[src/rtl/fcnn_pkg.sv]
// Shared state encoding, default layer geometry and address widths for the FCNN sequencer.
// Used by fcnn_sequencer (optional hold feature: FCNN_SEQ_HOLD_EN).
package fcnn_pkg;

    localparam int unsigned DefNsIn     = 784;
    localparam int unsigned DefNsHidden = 30;
    localparam int unsigned DefNsOut    = 10;

    // Layer-1 weights sit directly after the layer-0 weight block.
    localparam int unsigned DefL1WeightBase = DefNsHidden * DefNsIn;

    localparam int unsigned WAddrW  = 15;
    localparam int unsigned XAddrW  = 10;
    localparam int unsigned NeuronW = 5;
    localparam int unsigned BiasW   = 6;

    typedef enum logic [2:0] {
        StIdle,
        StL0Mac,
        StL0Drain,
        StL0Wb,
        StL1Mac,
        StL1Drain,
        StL1Wb,
        StDone
    } state_e;

    function automatic int unsigned l1_weight_base(int unsigned ns_hidden, int unsigned ns_in);
        return ns_hidden * ns_in;
    endfunction

endpackage

[src/rtl/fcnn_idx_counter.sv]
// Saturating index counter: synchronous clear-to-zero load, increment that stops at last_i,
// and a terminal-count flag.
module fcnn_idx_counter #(
    parameter int unsigned Width = 10
) (
    input  logic             clk_i,
    input  logic             rst_ni,
    input  logic             load_i,
    input  logic             inc_i,
    input  logic [Width-1:0] last_i,
    output logic [Width-1:0] cnt_o,
    output logic             tc_o
);

    logic [Width-1:0] cnt_q, cnt_d;

    assign tc_o  = (cnt_q == last_i);
    assign cnt_o = cnt_q;

    always_comb begin
        cnt_d = cnt_q;
        if (load_i) begin
            cnt_d = '0;
        end else if (inc_i && !tc_o) begin
            cnt_d = cnt_q + Width'(1);
        end
    end

    always_ff @(posedge clk_i) begin
        if (!rst_ni) begin
            cnt_q <= '0;
        end else begin
            cnt_q <= cnt_d;
        end
    end

endmodule

[src/rtl/fcnn_sequencer.sv]
// Control sequencer for a two-layer fully connected network: walks weight/activation addresses,
// strobes MAC and write-back. Define FCNN_SEQ_HOLD_EN to add the hold backpressure port.
module fcnn_sequencer
    import fcnn_pkg::*;
#(
    parameter int unsigned dataWidth = 16,
    parameter int unsigned NsIn      = DefNsIn,
    parameter int unsigned NsHidden  = DefNsHidden,
    parameter int unsigned NsOut     = DefNsOut
) (
    input  logic                clk,
    input  logic                rst,
    input  logic                start,
`ifdef FCNN_SEQ_HOLD_EN
    input  logic                hold,
`endif
    output logic                busy,
    output logic                done,
    output logic                wRdEn,
    output logic [WAddrW-1:0]   wAddr,
    output logic [XAddrW-1:0]   xAddr,
    output logic                xSel,
    output logic                macEn,
    output logic                macClr,
    output logic                actWr,
    output logic [NeuronW-1:0]  actAddr,
    output logic                actLayer,
    output logic [BiasW-1:0]    biasAddr
);

    localparam int unsigned L1Base = l1_weight_base(NsHidden, NsIn);

    state_e state_q, state_d;
    logic   layer_q, layer_d;
    logic   mac_en_q, mac_en_d;
    logic   frz;

    logic               i_load, i_inc, i_tc;
    logic               j_load, j_inc, j_tc;
    logic [XAddrW-1:0]  i_cnt, i_last;
    logic [NeuronW-1:0] j_cnt, j_last;

`ifdef FCNN_SEQ_HOLD_EN
    assign frz = hold;
`else
    assign frz = 1'b0;
`endif

    assign i_last = layer_q ? XAddrW'(NsHidden - 1) : XAddrW'(NsIn - 1);
    assign j_last = layer_q ? NeuronW'(NsOut - 1) : NeuronW'(NsHidden - 1);

    fcnn_idx_counter #(
        .Width (XAddrW)
    ) u_in_cnt (
        .clk_i  (clk),
        .rst_ni (rst),
        .load_i (i_load),
        .inc_i  (i_inc),
        .last_i (i_last),
        .cnt_o  (i_cnt),
        .tc_o   (i_tc)
    );

    fcnn_idx_counter #(
        .Width (NeuronW)
    ) u_neuron_cnt (
        .clk_i  (clk),
        .rst_ni (rst),
        .load_i (j_load),
        .inc_i  (j_inc),
        .last_i (j_last),
        .cnt_o  (j_cnt),
        .tc_o   (j_tc)
    );

    always_comb begin
        state_d  = state_q;
        layer_d  = layer_q;
        i_load   = 1'b0;
        i_inc    = 1'b0;
        j_load   = 1'b0;
        j_inc    = 1'b0;
        wRdEn    = 1'b0;
        macClr   = 1'b0;
        actWr    = 1'b0;
        actLayer = 1'b0;
        done     = 1'b0;
        xSel     = 1'b0;

        unique case (state_q)
            StIdle: begin
                if (start) begin
                    state_d = StL0Mac;
                    layer_d = 1'b0;
                    i_load  = 1'b1;
                    j_load  = 1'b1;
                end
            end
            StL0Mac, StL1Mac: begin
                wRdEn = 1'b1;
                xSel  = (state_q == StL1Mac);
                if (i_tc) begin
                    state_d = (state_q == StL0Mac) ? StL0Drain : StL1Drain;
                end else begin
                    i_inc = 1'b1;
                end
            end
            StL0Drain: state_d = StL0Wb;
            StL1Drain: state_d = StL1Wb;
            StL0Wb: begin
                actWr  = 1'b1;
                macClr = 1'b1;
                i_load = 1'b1;
                if (j_tc) begin
                    state_d = StL1Mac;
                    layer_d = 1'b1;
                    j_load  = 1'b1;
                end else begin
                    state_d = StL0Mac;
                    j_inc   = 1'b1;
                end
            end
            StL1Wb: begin
                actWr    = 1'b1;
                macClr   = 1'b1;
                actLayer = 1'b1;
                // Leave the input index at its terminal value so addresses hold through DONE.
                if (j_tc) begin
                    state_d = StDone;
                end else begin
                    state_d = StL1Mac;
                    i_load  = 1'b1;
                    j_inc   = 1'b1;
                end
            end
            StDone: begin
                done    = 1'b1;
                state_d = StIdle;
            end
            default: state_d = StIdle;
        endcase

        if (frz) begin
            state_d = state_q;
            layer_d = layer_q;
            i_load  = 1'b0;
            i_inc   = 1'b0;
            j_load  = 1'b0;
            j_inc   = 1'b0;
            wRdEn   = 1'b0;
            macClr  = 1'b0;
            actWr   = 1'b0;
            done    = 1'b0;
        end

        mac_en_d = wRdEn;
    end

    always_ff @(posedge clk) begin
        if (!rst) begin
            state_q  <= StIdle;
            layer_q  <= 1'b0;
            mac_en_q <= 1'b0;
        end else begin
            state_q  <= state_d;
            layer_q  <= layer_d;
            mac_en_q <= mac_en_d;
        end
    end

    assign busy    = (state_q != StIdle);
    assign macEn   = mac_en_q;
    assign xAddr   = i_cnt;
    assign actAddr = j_cnt;
    assign wAddr   = layer_q
                   ? WAddrW'(L1Base) + WAddrW'(j_cnt) * WAddrW'(NsHidden) + WAddrW'(i_cnt)
                   : WAddrW'(j_cnt) * WAddrW'(NsIn) + WAddrW'(i_cnt);
    assign biasAddr = layer_q ? BiasW'(NsHidden) + BiasW'(j_cnt) : BiasW'(j_cnt);

endmodule

[config.mk]
export PLATFORM = sky130hd
export DESIGN_NAME = fcnn_sequencer
export DESIGN_NICKNAME = d
export VERILOG_FILES = /design/src/rtl/fcnn_pkg.sv /design/src/rtl/fcnn_idx_counter.sv /design/src/rtl/fcnn_sequencer.sv
export SDC_FILE = /design/constraint.sdc
export NUM_CORES = 1
export LEC_CHECK = 0
export BUFFER_PORTS_ARGS = -buffer_cell sky130_fd_sc_hd__buf_2
export CORE_AREA = 2 2 80 139
export DETAILED_ROUTE_END_ITERATION = 12
export DIE_AREA = 0 0 82 141
export PLACE_DENSITY = 0.47
export SYNTH_ARGS = -nofsm -noshare
export SYNTH_HDL_FRONTEND = slang
export SYNTH_SLANG_ARGS = --single-unit
[constraint.sdc]
create_clock -name clk -period 5.9 [get_ports clk]
set_clock_uncertainty 0.1 [all_clocks]
set_input_delay 1.18 -clock clk [delete_from_list [all_inputs] [get_ports clk]]
set_output_delay 1.18 -clock clk [all_outputs]
set_load 0.005 [all_outputs]
; ---- Yosys cells after proc, flatten, opt, wreduce, memory -nomap -nowiden
; Index checks and enable logic that the tools add are counted.
[word_totals]
register_bits = 20
out_inout_bits = 44
wordCells = 65
input_bits = 3
[classes]
reduce_logical = 13
muxes = 26
eq_ne = 12
n_addsub = 6
bitwise_logic = 1
n_mul = 2
[ops]
columns = operator, count
row1 = 15-bit by 10-bit adder with 15-bit output, 2
row2 = 3-bit one-hot mux with 7 select lines, 1
row3 = "15-bit by 10-bit adder with 15-bit output, first input constant", 1
row4 = 15-bit two-way mux, 1
row5 = 1-bit two-way mux, 13
row6 = "3-bit == test, second input constant", 4
row7 = 3-bit two-way mux, 4
row8 = "5-bit by 6-bit multiplier with 11-bit output, second input constant", 1
row9 = "10-bit by 1-bit adder with 10-bit output, second input constant", 1
row10 = 10-bit == test, 1
row11 = 10-bit two-way mux, 1
row12 = "5-bit by 4-bit multiplier with 9-bit output, second input constant", 1
row13 = 2-bit OR reduction, 4
row14 = "5-bit by 5-bit adder with 6-bit output, first input constant", 1
row15 = "3-bit by 2-bit == test with 1-bit output, second input constant", 2
row16 = 6-bit two-way mux, 1
row17 = "5-bit by 1-bit adder with 5-bit output, second input constant", 1
row18 = 5-bit == test, 1
row19 = 5-bit two-way mux, 1
row20 = "2-bit by 1-bit inequality test with 1-bit output, second input constant", 2
row21 = 1-bit one-hot mux with 2 select lines, 2
row22 = "3-bit by 1-bit == test with 1-bit output, second input constant", 1
row23 = 3-bit zero test, 1
row24 = 1-bit one-hot mux with 3 select lines, 1
row25 = 9 further kinds, 11

; ---- Longest topological paths before layout
[depth]
ltp_word = 5
ltp_mapped = 19
ltp_nobuf = 19

; ---- Cells and area by module
; Synthesis repeated with hierarchy kept, for this count alone.
[hier_totals]
hier_cells = 421
area_unflattened_um2 = 3305.7
[modules_own_cells]
columns = mod, seq_area_each_um2, instances, cells_per_inst, area_each_um2
row1 = fcnn_sequencer, 100.1, 1, 298, 2245.9
row2 = fcnn_idx_counter at u_in_cnt, 200.2, 1, 69, 608.1
row3 = fcnn_idx_counter at u_neuron_cnt, 100.1, 1, 54, 451.7

; ---- Worst setup path before layout
; No wires, ideal clock.
[synth_path]
kind = reg-to-output
start = reg u_neuron_cnt.cnt_q[2], in the netlist u_neuron_cnt.cnt_o[2]
end = out wAddr[11]
path_stages_with_launch = 19
t_arrival_ns = 4.301
path_buffers = 0
slack_ns = 0.319
t_required_ns = 4.620
path_cell_list = dfxtp_1 inv_1 fa_1 fa_1 inv_1 ha_1 nor2b_1 o21a_1 o21ai_0 nor4b_1 a311oi_1 ha_1 inv_1 ha_1 nor2_1 or3_4 nor4b_2 nor2_1 a21boi_1
[synth_via]
elab_chain_cells = 4
elab_cells_between_ends = 6
classes_between = add/sub: 3 / mul: 2 / mux: 1
[synth_rtl]
columns = element, line
row1 = "start, declared", fcnn_idx_counter.sv:15  ; logic [Width-1:0] cnt_q, cnt_d;
row2 = "start signal, assigned", fcnn_idx_counter.sv:33  ; cnt_q <= cnt_d;
row3 = 5-bit by 4-bit multiplier with 9-bit output, fcnn_sequencer.sv:176  ; ? WAddrW'(L1Base) + WAddrW'(j_cnt) * WAddrW'(NsHidden) + WAddrW'(i_cnt)
row4 = 15-bit by 10-bit adder with 15-bit output (2 in a row), fcnn_sequencer.sv:176
row5 = 15-bit two-way mux *, fcnn_sequencer.sv:176
row6 = "end, declared", fcnn_sequencer.sv:20  ; output logic [WAddrW-1:0] wAddr,
; Mark *: on every way between the ends. The rest lies on a longest branch, timed or not.

; ---- Worst setup path in the final report
[layout_path]
start = reg u_neuron_cnt.cnt_q[1], in the netlist u_neuron_cnt.cnt_o[1]
end = out wAddr[11]
; The elaborated chain is that of the path after synthesis.

==> results.toml <==
[run_status]
status = "completed"

[setup_path]
critPathKind = "flop to output pin"
path_cells = "buf_4 -> fa_1 -> inv_1 -> fa_1 -> inv_1 -> ha_1 -> a21o_1 -> a21oi_2 -> o21bai_1 -> a21oi_1 -> xor2_1 -> ha_1 -> inv_1 -> ha_4 -> nor2_1 -> or3_4 -> nor4b_2 -> nor2_1 -> a21boi_1 -> buf_2"
cp.buffers_inverters = 5
cp_top_family = "adder cells"
required_ps = 4620
crit_path_max_incr_delay_ps = 550
crit_fanout = 9
slowest_stage = "fa_1"
critPathCaptureType = "output pin"
cp_common_cell = "inv_1"
cp-start-kind = "flop"
arrival_ps = 4450

[finish]
fill_cells = 1131
design_area_um2 = 3590
seq_area_um2 = 400
utilization_pct = 34.2
fin_nets = 483
n_antenna_cell = 0
fin_cells = 550
syn2layout_area_growth_pct = 17.6
multi_input_area_um2 = 2470
drive_above_1_share_pct = 22.6

[global_route]
use_met1_pct = 16.6
busiest_layer = "met2"
overflow = 0
gr-usage-met2_pct = 29.2
grt_pass1_wl_um = 13600
grt.total_usage_pct = 15.2
grt_max_degree = 23
first_global_vias = 2716
gr-usage-met3_pct = 1.09
antenna_found_initial = 0

[clock_network]
root_buffer = "clkbuf_16"
worstSkewPairLatency_ps = 260
cts_tree = "done"
path_clk_slew_ps = 60
cts_buffer_depth = 2
htree_levels = 1
cts_made_buffers = 3
cts_num_sinks = 20

[routing]
drc = 0
initialDrtViolationCount = 65
wl_per_cell_um = 15.3
dr.pass1.iters = 4
antenna_left = 0
via_per_inst = 4.97
vias = 2736
totalWireLength_um = 8440

[logic_synthesis]
synth_top_cell_area_share_pct = 20.5
synth_top_area_cell = "ha_1"
avgSynthCellArea_um2 = 8.18
yosysMostFrequentCell = "ha_1"
synthTopCellsByArea = "ha_1 (20%), dfxtp_1 (13%), xnor2_1 (6.0%), fa_1 (5.9%), inv_1 (5.2%)"
ys_seq_area_share_pct = 13.1
syn-cell-area_um2 = 3050
yosysUniqueCellTypes = 74
ys_seq_elements = 20
synth_cells = 373
synth-async-reset-ratio_pct = 0
synth_ff_type = "dfxtp_1"
synthTopCellsByCount = "ha_1 (50), inv_1 (42), nor2_1 (38), nand2_1 (23)"
syn-num-nets = 435
yosysWarnings = 0
synth_enable_flop_cells = 0

[pwr]
p_total_mw = 0.368
static-leakage-power_nw = 1.75
peakVddDrop_uv = 132
powerDensity_nw_per_um2 = 103

[timing]
hold_viol_final = 0
fin_ws_ps = 168
worst_slew_pin_slew_ps = 473
setup_viol = 0
finalSetupTns_ps = 0
hold_slack_ps = 460
fin_crit_ps = 5730
fin_crit_sh_pct = 97.2
drv_slew = 0
max_slew_margin_pct = 68.3
rsz0062_at_grt = "true"
max_freq_mhz = 174

[worst_hold_path]
hold_path.class = "flop to flop"

[floorplanning]
die-area_um2 = 11600
num_rows = 50
core_um2 = 10500
io_pins = 47
die_width_um = 82
start_util_pct = 29.0
die_h_um = 141

[place]
globalplace.congestion = 0.773
port_buffers = 46
placed_area_um2 = 3430
post-place-ws_ps = 298
dp_cells = 545
dp_hpwl_um = 7060

[run]
maxCapViolCount = 0
-- report_power, final --
group	internal (mW)	switching [mW]
Combinational	0.0257	0.0381
Sequential	0.139	0.00825
Clock	0.104	0.0534
-- area by class of cell --
class,instances,share of cell area (%)
multi-input combinational,297,68.8
sequential,20,11.2
tap,130,4.53
inverter,43,4.50
clock buffer,4,2.47
timing repair buffer,56,8.50
-- layer usage --
metal / up-vias / share of wire, %
met5: - / 0
met4: 0 / 2.6
met3: 13 / 2.8
met2: 51 / 55
met1: 1276 / 39
li1: 1396 / -
-- repair_timing --
item,CTS,global route
buffers inserted,0,1
endpoints found under the setup margin,0,5
resized for setup,0,14
hold buffers,0,0
-- cell families after synthesis --
kind of cell | after synthesis | synth area share [%]
AND/OR/NAND/NOR | 111 | 19.0
AO/OA/AOI/OAI | 87 | 20.7
adder cells (fa/ha/maj) | 59 | 26.4
buffers and inverters | 56 | 8.11
XOR/XNOR | 31 | 9.39
flip-flops | 20 | 13.1
multiplexers | 9 | 3.28
-- tightest hold or removal path, stage by stage, from the launching register on --
cell	delay [ps]
dfxtp_1	360
o21ai_0	90
a21oi_1	60
-- state kept, by name, summed over array words and instances, names as in the netlist --
signal,cells
layer_q,1
macEn,1
state_q,3
u_in_cnt.cnt_o,10
u_neuron_cnt.cnt_o,5
-- final timing paths --
| path | start | to | slack (ps) | cells past startpoint |
|---|---|---|---|---|
| worst min register to register | u_in_cnt.cnt_o[3] | u_in_cnt.cnt_o[3] | 460 | 2 |
| worst max register to register | u_neuron_cnt.cnt_o[0] | u_in_cnt.cnt_o[2] | 3840 | 6 |
| worst min-delay path | u_in_cnt.cnt_o[3] | u_in_cnt.cnt_o[3] | 460 | 2 |
| worst max-delay path | u_neuron_cnt.cnt_o[1] | wAddr[11] | 170 | 20 |
-- cell usage in the layout, fill, tap and decap left out, types with 3 or more instances in the layout --
master,count
a211oi_1,5
a21oi_1,20
o21bai_1,3
ha_1,47
xor2_1,8
nand4_1,4
nor2b_1,4
buf_4,10
mux2_2,4
o211ai_1,3
and2_1,5
o21a_1,4
inv_1,42
fa_1,8
nand2_1,23
o21ai_1,4
buf_2,46
xnor2_1,21
o21ai_2,4
nor2_1,38
nand3_1,9
o21ai_0,10
nor3_1,4
clkbuf_16,3
a211o_1,3
dfxtp_1,20
a21o_1,3
nand2b_1,5
mux2i_1,4
and3_1,3
(Power assumes the default switching activity.)
